### config.mk
export PLATFORM = sky130hd
export DESIGN_NAME = uart_tx_arbiter
export DESIGN_NICKNAME = d
export VERILOG_FILES = /design/src/rtl/uart_tx_arbiter.sv
export SDC_FILE = /design/constraint.sdc
export NUM_CORES = 1
export LEC_CHECK = 0
export BUFFER_PORTS_ARGS = -buffer_cell sky130_fd_sc_hd__buf_2
export CELL_PAD_IN_SITES_DETAIL_PLACEMENT = 0
export CELL_PAD_IN_SITES_GLOBAL_PLACEMENT = 1
export CORE_ASPECT_RATIO = 1.1
export CORE_UTILIZATION = 42
export DETAILED_ROUTE_END_ITERATION = 12
export GPL_ROUTABILITY_DRIVEN = 0
export PLACE_DENSITY_LB_ADDON = 0.1
export SYNTH_ARGS = -nofsm -noshare
export SYNTH_HDL_FRONTEND = slang
export SYNTH_SLANG_ARGS = --single-unit
### constraint.sdc
create_clock -name clk -period 2.76 [get_ports clk]
set_input_delay 0.414 -clock clk [delete_from_list [all_inputs] [get_ports clk]]
set_output_delay 0.414 -clock clk [all_outputs]
set_load 0.05 [all_outputs]
### src/rtl/uart_tx_arbiter.sv
// Round-robin scheduler that shares one UART transmitter between NUM_REQ byte producers.
// Launches one byte at a time, waits for tx_done (or a timeout), then holds off GAP_CYCLES.
//
// state     | meaning
// ----------|---------------------------------------------------------------
// IDLE      | tracks cfg_baud; arbitrates pending requests round-robin
// SEND      | issues the one-cycle send_en for the accepted byte
// WAIT_DONE | waits for tx_done; aborts with timeout_err after TIMEOUT_CYCLES
// GAP       | idle spacing between frames before the next arbitration
module uart_tx_arbiter #(
  parameter int NUM_REQ        = 4,
  parameter int GAP_CYCLES     = 16,
  parameter int TIMEOUT_CYCLES = 2000000,
  localparam int ID_W          = $clog2(NUM_REQ)
) (
  input  logic                 clk,
  input  logic                 rst,
  input  logic [NUM_REQ-1:0]   req,
  input  logic [NUM_REQ*8-1:0] req_data,
  output logic [NUM_REQ-1:0]   ack,
  input  logic [2:0]           cfg_baud,
  output logic [2:0]           baud_set,
  output logic [7:0]           data_byte,
  output logic                 send_en,
  input  logic                 tx_done,
  input  logic                 uart_state,
  output logic                 busy,
  output logic [ID_W-1:0]      cur_id,
  output logic                 timeout_err
);

  typedef enum logic [1:0] {
    IDLE      = 2'd0,
    SEND      = 2'd1,
    WAIT_DONE = 2'd2,
    GAP       = 2'd3
  } state_t;

  // A zero-length gap still spends one cycle in GAP.
  localparam logic [31:0] GAP_LAST = (GAP_CYCLES == 0) ? 32'd0 : 32'(GAP_CYCLES - 1);
  localparam logic [31:0] TO_LAST  = 32'(TIMEOUT_CYCLES - 1);

  state_t          state;
  logic [ID_W-1:0] rr_ptr;
  logic [ID_W-1:0] winner;
  logic [ID_W-1:0] cand;
  logic            win_vld;
  logic [31:0]     gap_cnt;
  logic [31:0]     to_cnt;

  // The transmitter busy level is informational; the timeout is a pure cycle count.
  logic unused_uart_state;
  assign unused_uart_state = uart_state;

  // Scan from farthest to nearest so the nearest requester after rr_ptr wins.
  always_comb begin
    winner  = '0;
    win_vld = 1'b0;
    cand    = '0;
    for (int i = NUM_REQ; i >= 1; i--) begin
      cand = rr_ptr + ID_W'(i);
      if (req[cand]) begin
        winner  = cand;
        win_vld = 1'b1;
      end
    end
  end

  assign busy = (state != IDLE);

  always_ff @(posedge clk) begin
    if (rst) begin
      state       <= IDLE;
      ack         <= '0;
      send_en     <= 1'b0;
      timeout_err <= 1'b0;
      data_byte   <= 8'h00;
      cur_id      <= '0;
      baud_set    <= 3'd0;
      rr_ptr      <= ID_W'(NUM_REQ - 1);
      gap_cnt     <= '0;
      to_cnt      <= '0;
    end else begin
      ack         <= '0;
      send_en     <= 1'b0;
      timeout_err <= 1'b0;
      case (state)
        IDLE: begin
          baud_set <= cfg_baud;
          if (win_vld) begin
            ack[winner] <= 1'b1;
            data_byte   <= req_data[{winner, 3'b000} +: 8];
            cur_id      <= winner;
            rr_ptr      <= winner;
            state       <= SEND;
          end
        end
        SEND: begin
          send_en <= 1'b1;
          to_cnt  <= '0;
          state   <= WAIT_DONE;
        end
        WAIT_DONE: begin
          // A completion in the last allowed cycle beats the timeout.
          if (tx_done) begin
            gap_cnt <= '0;
            state   <= GAP;
          end else if (to_cnt == TO_LAST) begin
            timeout_err <= 1'b1;
            gap_cnt     <= '0;
            state       <= GAP;
          end else begin
            to_cnt <= to_cnt + 32'd1;
          end
        end
        GAP: begin
          if (gap_cnt >= GAP_LAST) state <= IDLE;
          else gap_cnt <= gap_cnt + 32'd1;
        end
        default: state <= IDLE;
      endcase
    end
  end

endmodule
Word level (Yosys, flattened, before mapping)
Cells that the tools add are included.
- bits in registers: 87
- output and inout bits: 20
- word-level logic and storage cells: 79
- $add $sub $neg: 5
- $lt $le $gt $ge: 7
- eq/ne operators: 10
- shifts and indexed selects: 1
- muxes and demuxes: 32
- bitwise gates (word level): 3
- reduce and logical (&&, ||, !) cells: 11
- operator list (cell ; count):
    2-to-1 mux 32 bit ; 5
    case mux 32 bit (2 select lines) ; 2
    adder 32 x 1 -> 32 bit, second input constant ; 2
    equality test 32 x 21 -> 1 bit, second input constant ; 1
    greater-or-equal comparator 32 x 4 -> 1 bit, second input constant ; 1
    indexed part select 32 x 6 -> 8 bit ; 1
    2-to-1 mux 2 bit ; 8
    < comparator 2 x 3 -> 1 bit, second input constant ; 5
    2-to-1 mux 1 bit ; 11
    inequality test 2 bit, second input constant ; 5
    AND reduction 3 bit ; 3
    binary-select mux 1 bit (select 2 bit) ; 4
    case mux 2 bit (4 select lines) ; 1
    nonzero test 2 bit ; 3
    OR reduction 3 bit ; 2
    adder 2 bit, second input constant ; 2
    equality test 2 bit, second input constant ; 2
    inequality test 3 bit, second input constant ; 1
    inverter 1 bit ; 3
    adder 2 x 1 -> 2 bit, second input constant ; 1
    demux 1 bit (select 2 bit) ; 1
    equality test 2 x 1 -> 1 bit, second input constant ; 1
    greater-or-equal comparator 2 x 1 -> 1 bit, second input constant ; 1
    logical NOT 2 bit ; 1
    2 further kinds ; 2

Longest topological paths before layout
Gate-level depths: netlist (run 1).
- depth in word-level cells: 10
- gate-level depth with buffers: 9
- gate-level depth less buffers: 7

Worst setup path before layout (run 1)
No wires, ideal clock.
- kind: flip-flop to flip-flop
- from: register state[0]
- to: register gap_cnt[21]
- setup time: 0.117 ns
- arrival time: 1.857 ns
- slack: 0.786 ns
- stages on the path, launching flop included: 9
- period minus slack after synthesis: 1.974 ns
- path through: dfxtp_1 -> ha_1 -> nor4b_1 -> and4_1 -> a31oi_2 -> and4bb_2 -> buf_4 -> a41oi_1 -> nor2_1
- word-level cells in the longest chain between the ends: 3
- elaborated cells on any way between the ends: 7
- classes of those cells: eq/ne: 4; mux: 1; reduce/logical: 2
- ends and longest elaborated chain (what ; RTL line ; text):
    start, declared ; 43 ; state_t state;
    start signal, assigned ; 73 ; state <= IDLE;
    start signal, assigned ; 95 ; state <= SEND;
    start signal, assigned ; 101 ; state <= WAIT_DONE;
    equality test 2 bit ; 87 ; case (state)
    inequality test 3 bit (no source line), or another cell as far along ; n/a ;
    AND reduction 3 bit (no source line) ; n/a ;
    end signal, assigned ; 118 ; else gap_cnt <= gap_cnt + 32'd1;
    end, declared ; 48 ; logic [31:0] gap_cnt;
Parallel ways exist; a longest one is shown, timed or not.
A chain may end at the register's enable or synchronous reset.

Final worst setup path (run 1)
- from: register to_cnt[21]
- to: register gap_cnt[9]
- word-level cells in the longest chain between the ends: 3
- ends and longest elaborated chain (what ; RTL line ; text):
    start, declared ; 49 ; logic [31:0] to_cnt;
    start signal, assigned ; 113 ; to_cnt <= to_cnt + 32'd1;
    equality test 32 x 21 -> 1 bit ; 108 ; end else if (to_cnt == TO_LAST) begin
    inequality test 3 bit (no source line) ; n/a ;
    AND reduction 3 bit (no source line) ; n/a ;
No other way between the ends.

==> Implementation_results.wiki, run 1 <==
{| class="wikitable"
! Metric !! Value
|-
| Internal power contribution || 0.002267 W
|-
| Standard cell core area || 0.009444 sq mm
|-
| Post-synth design cell area || 0.004123 sq mm
|-
| Synth async-reset ratio || 0%
|-
| Cell area reported after detailed placement || 0.004577 sq mm
|-
| Worst reg2reg path endpoint || gap_cnt[9]$_SDFFE_PP0P_
|-
| Final setup viols || 0
|-
| Final HPWL DP || 6.609 mm
|-
| Port bufs || 61
|-
| CP Data Arrival Time || 2660 ps
|-
| Portion of the clock cycle consumed by the worst path in the final layout || 85.10%
|-
| Final standard cell area without fillers || 0.004785 sq mm
|-
| Number of remaining DRC errors || 0
|-
| Number of global-route vias before repair || 3347
|-
| Synth Register Bits || 87
|-
| Die H || 105.9 um
|-
| Crit-path cells || nor4_1, nand4_1, o21a_1, and4bb_2, and3_1, o21a_1
|-
| Initial antenna violation count || 0
|-
| Slew headroom || 38.00%
|-
| Num ports || 63
|-
| Count of unique library cells instantiated by Yosys || 50
|-
| Critical R2R Launch || to_cnt[21]$_SDFFE_PP0P_
|-
| Setup repair after global routing missed its margin || false
|-
| Worst setup startpoint || to_cnt[21]$_SDFFE_PP0P_
|-
| Timing endpoint of the critical path || gap_cnt[9]$_SDFFE_PP0P_
|-
| Peak fanout along the critical path || 14
|-
| Cts hold-fix bufs || 0
|-
| Buffers inserted during post-CTS setup optimization || 0
|-
| Critical Path Sink Type || flip-flop
|-
| Switching fraction of total power || 39.10%
|-
| Share of layout cells above drive strength 1 || 19.85%
|-
| DRT antenna net count || 0
|-
| Worst path most repeated cell || o21a_1
|-
| Horizontal die dimension || 96.47 um
|-
| PostCTS Resize Cnt || 0
|-
| Number of diodes || 0
|-
| FILL cells || 938
|-
| TritonCTS Sinks || 87
|-
| Root Driver || clkbuf_8
|-
| Mapped Nets || 532
|-
| Total wire length after detailed routing || 9.362 mm
|-
| Hold Violations, Final || 0
|-
| Worst R2R Path Depth || 6
|-
| Switch Pwr || 0.001455 W
|-
| Die Area || 0.01022 sq mm
|-
| Final worst path period need || 2349 ps
|-
| TritonCTS buffer count || 9
|-
| Worst Path Required || 3070 ps
|-
| Count of warnings emitted by yosys || 0
|-
| Average instance area after synthesis || 8.536 sq um
|-
| Sequential-to-total area share from yosys stat || 42.25%
|-
| Outcome || finished clean
|-
| First-pass DRT Iterations || 4
|-
| Slowest stage delay, CP || 560 ps
|-
| Sequential group share of total power || 38.5%
|-
| Clock slew at the register clock pins of the worst setup and hold paths || 90 ps
|-
| Final max-slew violation count || 0
|-
| CTS tree || yes
|-
| Syn Inst Count || 483
|-
| Layout Nets || 593
|-
| Total power per unit cell area || 778.0 mW/mm^2
|-
| Part of the power in combinational logic || 36.4%
|-
| Slew at the pin with the worst max-slew slack || 926.5 ps
|-
| Worst setup path category || reg2reg
|-
| Setup Skew || 7.996 ps
|-
| Worst Setup Start Kind || flip-flop
|-
| Total via count after detailed routing || 3680
|-
| Power share of the clock group || 25.1%
|-
| Max-cap violation count || 0
|-
| Setup slack, reg-to-reg || 410 ps
|-
| Total negative setup slack || 0 ps
|-
| Fmax || 425.8 MHz
|-
| Initial core utilization || 43.65%
|-
| Pin count of the biggest net entering global routing || 30
|-
| Average via count per standard cell || 5.526
|-
| Maximum clock path buffer count || 2
|-
| Highest-count cells in the layout ignoring fill and taps || dfxtp_1 (87), buf_2 (61), nor2_1 (56)
|-
| Residual overflow from global routing || 0
|-
| Worst skew pair latency || 360 ps
|-
| Number of enable flip-flop cells after synthesis || 0
|-
| Commonest non-fill, non-tap cell in the layout || dfxtp_1
|-
| Cell Rows || 37
|-
| Slowest CP cell || and4bb_2
|-
| GRT Overall Usage || 19.51%
|-
| Wire length of the first global-routing pass || 15.62 mm
|-
| VDD IR-drop max || 0.0003590 V
|-
| Prevailing post-synth register cell || dfxtp_1
|-
| Level count of the clock H-tree || 3
|-
| Tightest Hold Check Type || in2reg
|-
| Layout-stage area growth over the synthesis result || 16.05%
|-
| Per-cell routed wire length || 14.06 um
|-
| Static Leak || 1.861 nW
|-
| DR iter-0 viols || 123
|}
## cell families after synthesis
family	Yosys count	share of synthesized area, %
muxes	24	6.070
buffers and inverters	33	3.460
AOI/OAI and AO/OA	114	17.18
and+or+nand+nor	212	27.74
xor gates and xnor gates	7	1.487
adders and majority gates	6	1.821
DFF	87	42.25
## metrics by stage
step	hold slack (ps)	std cells	setup WS, ps	total power (W)	utilization, %
finish	284.9	666	411.2	0.003723	50.66
global route	292.1	666	238.9	0.003953	50.66
CTS	276.6	666	382.2	0.003767	50.66
detailed placement	448.8	650	412.1	0.002835	48.46
global placement	439.4	650	468.3	0.002823	48.46
floorplan	438.1	483	785.8	0.002493	-
## worst max-delay path, delay by kind of cell, from the launching register on
family	cells	cell delay, ps
flip-flops	1	350
AO/OA/AOI/OAI	2	440
AND/OR/NAND/NOR	4	1500
## worst min-delay path by stage
stage / start / to / cells past startpoint
after detailed placement: data_byte[5]$_SDFFE_PP0P_ / data_byte[5]$_SDFFE_PP0P_ / 2
after global routing: cfg_baud[0] / baud_set[0]$_SDFFE_PP0P_ / 3
after CTS: cfg_baud[2] / baud_set[2]$_SDFFE_PP0P_ / 3
final: cfg_baud[2] / baud_set[2]$_SDFFE_PP0P_ / 3
after floorplan: gap_cnt[31]$_SDFFE_PP0P_ / gap_cnt[31]$_SDFFE_PP0P_ / 2
after global placement: data_byte[2]$_SDFFE_PP0P_ / data_byte[2]$_SDFFE_PP0P_ / 2
## Yosys cell counts, types with 8 or more instances
| cell type | instances | area, sq um |
|---|---|---|
| and3_1 | 14 | 87.58 |
| a31oi_1 | 9 | 56.30 |
| nand3_1 | 16 | 80.08 |
| dfxtp_1 | 87 | 1742 |
| o21ai_0 | 17 | 85.08 |
| clkbuf_1 | 14 | 52.55 |
| or3_1 | 15 | 93.84 |
| inv_1 | 10 | 37.54 |
| nand2_1 | 42 | 157.7 |
| o211ai_1 | 11 | 82.58 |
| nor2_1 | 56 | 210.2 |
| nand4_1 | 12 | 75.07 |
| mux2i_1 | 16 | 160.2 |
| a21oi_1 | 46 | 230.2 |
| mux2_2 | 8 | 90.09 |
| nor4_1 | 11 | 68.82 |
## sequential cells by signal, indices dropped and copies added (netlist names)
signal,flops
gap_cnt,32
to_cnt,32
data_byte,8
ack,4
baud_set,3
cur_id,2
rr_ptr,2
state,2
send_en,1
timeout_err,1
## power groups by stage
stage / clock network (W) / logic (W) / registers (W)
global placement: 0 / 0.00136 / 0.00146
finish: 0.000933 / 0.00136 / 0.00143
floorplan: 0 / 0.000749 / 0.00174
global route: 0.00102 / 0.00148 / 0.00145
CTS: 0.000956 / 0.00137 / 0.00144
detailed placement: 0 / 0.00137 / 0.00147
## routing by layer
layer	up-vias	track usage (%)	wire (um)
met2	64	32.49	4558
met3	10	4.149	321
met4	0	6.933	129
met1	1705	24.52	4352
li1	1901	-	-
met5	-	0	0
## layout make-up
type	instances	area [sq um]	area share, %
multi-input cells	363	2256	47.15
clock inverters	5	56.30	1.177
clock buffers	11	151.4	3.164
well taps	117	146.4	3.060
flip-flops and latches	87	1742	36.40
inverters	10	37.54	0.7845
repair buffers	73	395.4	8.264
(Power assumes the default switching activity.)
==> run 2: changes to the inputs <==
- CORE_UTILIZATION: 42 -> 31
==> Implementation_results.wiki, run 2 (synthesis gave the netlist of run 1 again) <==
{| class="wikitable"
! Metric !! Value
|-
| Initial antenna violation count || 0
|-
| Cts hold-fix bufs || 0
|-
| TritonCTS buffer count || 9
|-
| TritonCTS Sinks || 87
|-
| Final worst path period need || 2453 ps
|-
| Final core utilization || 38.43%
|-
| Clock slew at the register clock pins of the worst setup and hold paths || 60 ps
|-
| Number of remaining DRC errors || 0
|-
| FILL cells || 1314
|-
| Layout-stage area growth over the synthesis result || 19.36%
|-
| Number of global-route vias before repair || 3414
|-
| Post-layout instance count excluding filler cells || 703
|-
| Peak fanout along the critical path || 14
|-
| Critical Path Sink Type || flip-flop
|-
| Final standard cell area without fillers || 0.004921 sq mm
|-
| Final max-slew violation count || 0
|-
| Static Leak || 1.894 nW
|-
| First-pass DRT Iterations || 4
|-
| Residual overflow from global routing || 0
|-
| Setup Skew || 8.187 ps
|-
| Wire length of the first global-routing pass || 16.41 mm
|-
| Num ports || 63
|-
| PostCTS Resize Cnt || 0
|-
| Top flop regs || gap_cnt (32), to_cnt (32), data_byte (8)
|-
| Total wire length after detailed routing || 9.890 mm
|-
| Commonest non-fill, non-tap cell in the layout || dfxtp_1
|-
| Worst setup path category || reg2reg
|-
| Average via count per standard cell || 5.256
|-
| VDD IR-drop max || 0.0003061 V
|-
| CP Data Arrival Time || 2730 ps
|-
| Total via count after detailed routing || 3695
|-
| Maximum clock path buffer count || 2
|-
| Portion of the clock cycle consumed by the worst path in the final layout || 88.88%
|-
| Pin count of the biggest net entering global routing || 25
|-
| Outcome || finished clean
|-
| Setup repair after global routing missed its margin || false
|-
| Slew headroom || 45.98%
|-
| Worst Path Required || 3040 ps
|-
| DR iter-0 viols || 159
|-
| Total negative setup slack || 0 ps
|-
| Die H || 123.0 um
|-
| Port bufs || 61
|-
| Hold Violations, Final || 0
|-
| Root Driver || clkbuf_16
|-
| Share of layout cells above drive strength 1 || 19.23%
|-
| Horizontal die dimension || 112.0 um
|-
| Per-cell routed wire length || 14.07 um
|-
| Initial core utilization || 32.20%
|-
| DRT antenna net count || 0
|-
| Worst skew pair latency || 340 ps
|-
| Final HPWL DP || 7.008 mm
|-
| Inst Count DP || 689
|-
| Max-cap violation count || 0
|-
| Fmax || 407.7 MHz
|-
| CTS tree || yes
|-
| Worst Setup Start Kind || flip-flop
|-
| Buffers inserted during post-CTS setup optimization || 0
|-
| Slew at the pin with the worst max-slew slack || 807.3 ps
|-
| Tightest Hold Check Type || in2reg
|-
| Total power per unit cell area || 830.3 mW/mm^2
|-
| Cell area reported after detailed placement || 0.004619 sq mm
|-
| GRT Overall Usage || 14.87%
|-
| Standard cell core area || 0.01280 sq mm
|-
| Level count of the clock H-tree || 3
|-
| Layout Nets || 592
|-
| Cell Rows || 43
|-
| Highest-count cells in the layout ignoring fill and taps || dfxtp_1 (87), buf_2 (61), nor2_1 (56)
|-
| Die Area || 0.01376 sq mm
|-
| Final setup viols || 0
|-
| Number of diodes || 0
|}
## run 2: cell types whose count changed in the layout (fill, tap and decap cells not counted)
| cell | delta |
|---|---|
| buf_4 | -1 |
| clkbuf_1 | +1 |
| clkinv_4 | -1 |
| clkbuf_16 | +9 |
| clkinv_2 | -1 |
| bufinv_16 | +1 |
| clkbuf_8 | -11 |
## run 2: metal layers
layer  track usage, %  vias to the layer above  share of wire, %  wire length, um
met5                0                        -                 0                0
met4            5.000                        0               1.3              129
met3            3.529                       12               4.2              411
met2            25.89                       65                48             4702
met1            18.12                     1720                47             4647
li1                 -                     1898                 -                -
## run 2: area by class of cell
class,count,area (sq um),area share [%]
clock buffers,10,229.0,4.653
clock inverters,4,72.57,1.475
inverters,10,37.54,0.7628
multi-input cells,363,2256,45.84
flip-flops and latches,87,1742,35.39
well taps,157,196.4,3.992
repair buffers,72,387.9,7.882
## run 2: per-stage QoR
stage                     hold slack (ps)  total power, W  setup slack (ps)
after global placement              441.0        0.002848             357.5
after global routing                320.3        0.004328             68.80
after CTS                           298.5        0.004150             256.2
after detailed placement            446.5        0.002856             273.5
after floorplan                     438.1        0.002493             785.8
final                               308.9        0.004086             307.0
## run 2: worst paths after layout
check	from	to	slack (ps)	cells after the start
min	cfg_baud[2]	baud_set[2]$_SDFFE_PP0P_	310	3
max reg2reg	to_cnt[9]$_SDFFE_PP0P_	gap_cnt[9]$_SDFFE_PP0P_	310	6
min reg2reg	cur_id[1]$_SDFFE_PP0P_	cur_id[1]$_SDFFE_PP0P_	450	2
max	to_cnt[9]$_SDFFE_PP0P_	gap_cnt[9]$_SDFFE_PP0P_	310	6
## run 2: power by group
group / internal, W / switching [W] / total, W
sequential: 0.00137 / 0.0000680 / 0.00144
clock: 0.000782 / 0.000499 / 0.00128
combinational: 0.000436 / 0.000930 / 0.00137
## run 2: worst max-delay path, stage by stage (launching register included)
cell	delay, ps
dfxtp_1	350
nor4b_1	460
nand4_1	240
o21a_1	400
and4bb_2	610
and3_1	210
o21a_1	120
==> run 3: changes to the inputs <==
- clock period: 2.76 -> 2.85 ns (I/O delays scaled with it)
==> Implementation_results.wiki, run 3 (synthesis gave the netlist of run 1 again) <==
{| class="wikitable"
! Metric !! Value
|-
| Horizontal die dimension || 112.0 um
|-
| Highest-count cells in the layout ignoring fill and taps || dfxtp_1 (87), buf_2 (61), nor2_1 (56)
|-
| Final HPWL DP || 7.025 mm
|-
| Layout Nets || 591
|-
| Final worst path period need || 2426 ps
|-
| Clock slew at the register clock pins of the worst setup and hold paths || 60 ps
|-
| Wire length of the first global-routing pass || 16.57 mm
|-
| Initial core utilization || 32.20%
|-
| Switching fraction of total power || 37.83%
|-
| Number of diodes || 0
|-
| Root Driver || clkbuf_16
|-
| TritonCTS buffer count || 9
|-
| Worst skew pair latency || 350 ps
|-
| Residual overflow from global routing || 0
|-
| Area occupied by registers || 0.001742 sq mm
|-
| Worst path buffer plus inverter count || 2
|-
| Worst hold slack across all endpoints || 315.3 ps
|-
| Max-cap violation count || 0
|-
| Switch Pwr || 0.001449 W
|-
| VDD IR-drop max || 0.0002872 V
|-
| DR iter-0 viols || 182
|-
| Die Area || 0.01376 sq mm
|-
| Commonest non-fill, non-tap cell in the layout || dfxtp_1
|-
| Internal power contribution || 0.002382 W
|-
| Average via count per standard cell || 5.205
|-
| Standard cell core area || 0.01280 sq mm
|-
| Fmax || 412.3 MHz
|-
| Share of layout cells above drive strength 1 || 19.20%
|-
| Slack of the critical path || 424.3 ps
|-
| DRT antenna net count || 0
|-
| Worst Setup Start Kind || flip-flop
|-
| Hold Violations, Final || 0
|-
| Die H || 123.0 um
|-
| FILL cells || 1360
|-
| Level count of the clock H-tree || 3
|-
| Per-cell routed wire length || 14.12 um
|-
| TritonCTS Sinks || 87
|-
| Total negative setup slack || 0 ps
|-
| Crit-path cells || inv_1, ha_1, nor2b_1, o21a_1, o211ai_1, buf_4, or4_1, a21oi_1
|-
| First-pass DRT Iterations || 4
|-
| Cell Rows || 43
|-
| Static Leak || 1.881 nW
|-
| Part of the power in combinational logic || 34.3%
|-
| Critical Path Sink Type || flip-flop
|-
| Port bufs || 61
|-
| Peak fanout along the critical path || 23
|-
| Length of routed met2 wiring || 4.631 mm
|-
| Slew at the pin with the worst max-slew slack || 822.7 ps
|-
| Cts hold-fix bufs || 0
|-
| Met3 Routed Length || 389 um
|-
| Slowest stage delay, CP || 470 ps
|-
| Outcome || finished clean
|-
| Total power consumption of the routed design || 0.003832 W
|-
| Final max-slew violation count || 0
|-
| CTS tree || yes
|-
| Cell class contributing the biggest share of worst-path delay || compound AO/OA/AOI/OAI gates
|-
| Total power per unit cell area || 783.6 mW/mm^2
|-
| Setup Skew || 9.200 ps
|-
| Pin count of the biggest net entering global routing || 25
|-
| PostCTS Resize Cnt || 0
|-
| Number of remaining DRC errors || 0
|-
| Slowest CP cell || o21a_1
|-
| Total wire length after detailed routing || 9.943 mm
|-
| Initial antenna violation count || 0
|-
| Maximum clock path buffer count || 2
|-
| GRT Overall Usage || 15.28%
|-
| Multi-input logic area || 0.002256 sq mm
|-
| Sequential group share of total power || 36.4%
|-
| Setup repair after global routing missed its margin || false
|-
| Pre-CTS setup slack || 399.1 ps
|-
| CP Data Arrival Time || 2700 ps
|-
| Worst setup path category || reg2reg
|-
| Num ports || 63
|-
| Power share of the clock group || 29.4%
|-
| Final setup viols || 0
|-
| Routed length on met1 || 4.721 mm
|-
| Number of global-route vias before repair || 3489
|-
| Tightest Hold Check Type || in2reg
|-
| Portion of the clock cycle consumed by the worst path in the final layout || 85.11%
|-
| Total via count after detailed routing || 3664
|-
| Worst Path Required || 3130 ps
|-
| Layout-stage area growth over the synthesis result || 18.60%
|-
| Top flop regs || gap_cnt (32), to_cnt (32), data_byte (8)
|-
| Slew headroom || 44.95%
|-
| Buffers inserted during post-CTS setup optimization || 0
|-
| Highest Signal Layer || met4
|}
==> run 3: cell count changes in the layout (fill, tap and decap cells not counted), sizes merged <==
cell,before,now
bufinv,2,0
clkbuf,10,13
buf,72,71
clkinv,1,2
==> run 3: cell type report <==
cell class / count / share of cell area (%)
Inverter: 10 / 0.7677
Clock buffer: 13 / 5.322
Clock inverter: 3 / 0.3582
Sequential cell: 87 / 35.62
Timing Repair Buffer: 71 / 7.779
Tap cell: 157 / 4.017
Multi-Input combinational cell: 363 / 46.14
==> run 3: path summary, 6_finish.rpt <==
kind | to | cells after the start | slack (ps) | start
worst max-delay path | to_cnt[27]$_SDFFE_PP0P_ | 8 | 420 | state[0]$_SDFFE_PP0P_
worst min-delay path | baud_set[1]$_SDFFE_PP0P_ | 3 | 320 | cfg_baud[1]
worst max register to register | to_cnt[27]$_SDFFE_PP0P_ | 8 | 420 | state[0]$_SDFFE_PP0P_
worst min register to register | cur_id[1]$_SDFFE_PP0P_ | 2 | 450 | cur_id[1]$_SDFFE_PP0P_
==> run 3: routing by layer <==
| layer | track usage, % | vias up |
|---|---|---|
| li1 | - | 1896 |
| met1 | 18.29 | 1680 |
| met2 | 26.28 | 73 |
| met3 | 2.990 | 15 |
| met4 | 7.750 | 0 |
| met5 | 0 | - |
==> run 3: power groups by stage <==
stage | Combinational (W) | Sequential [W] | Clock (W)
global route | 0.00145 | 0.00141 | 0.00121
floorplan | 0.000725 | 0.00169 | 0
detailed placement | 0.00134 | 0.00142 | 0
global placement | 0.00134 | 0.00142 | 0
CTS | 0.00134 | 0.00140 | 0.00117
finish | 0.00131 | 0.00139 | 0.00112
==> run 3: per-stage QoR <==
step / cell area [sq um] / util, % / instances
after floorplan: 4123 / - / 483
after global routing: 4890 / 38.19 / 704
after CTS: 4890 / 38.19 / 704
after global placement: 4612 / 36.02 / 688
after detailed placement: 4612 / 36.02 / 688
final: 4890 / 38.19 / 704
==> run 3: worst register-to-register path, cell delays in order (launching register included) <==
cell	delay [ps]
dfxtp_1	330
inv_1	100
ha_1	240
nor2b_1	240
o21a_1	470
o211ai_1	130
buf_4	230
or4_1	480
a21oi_1	150
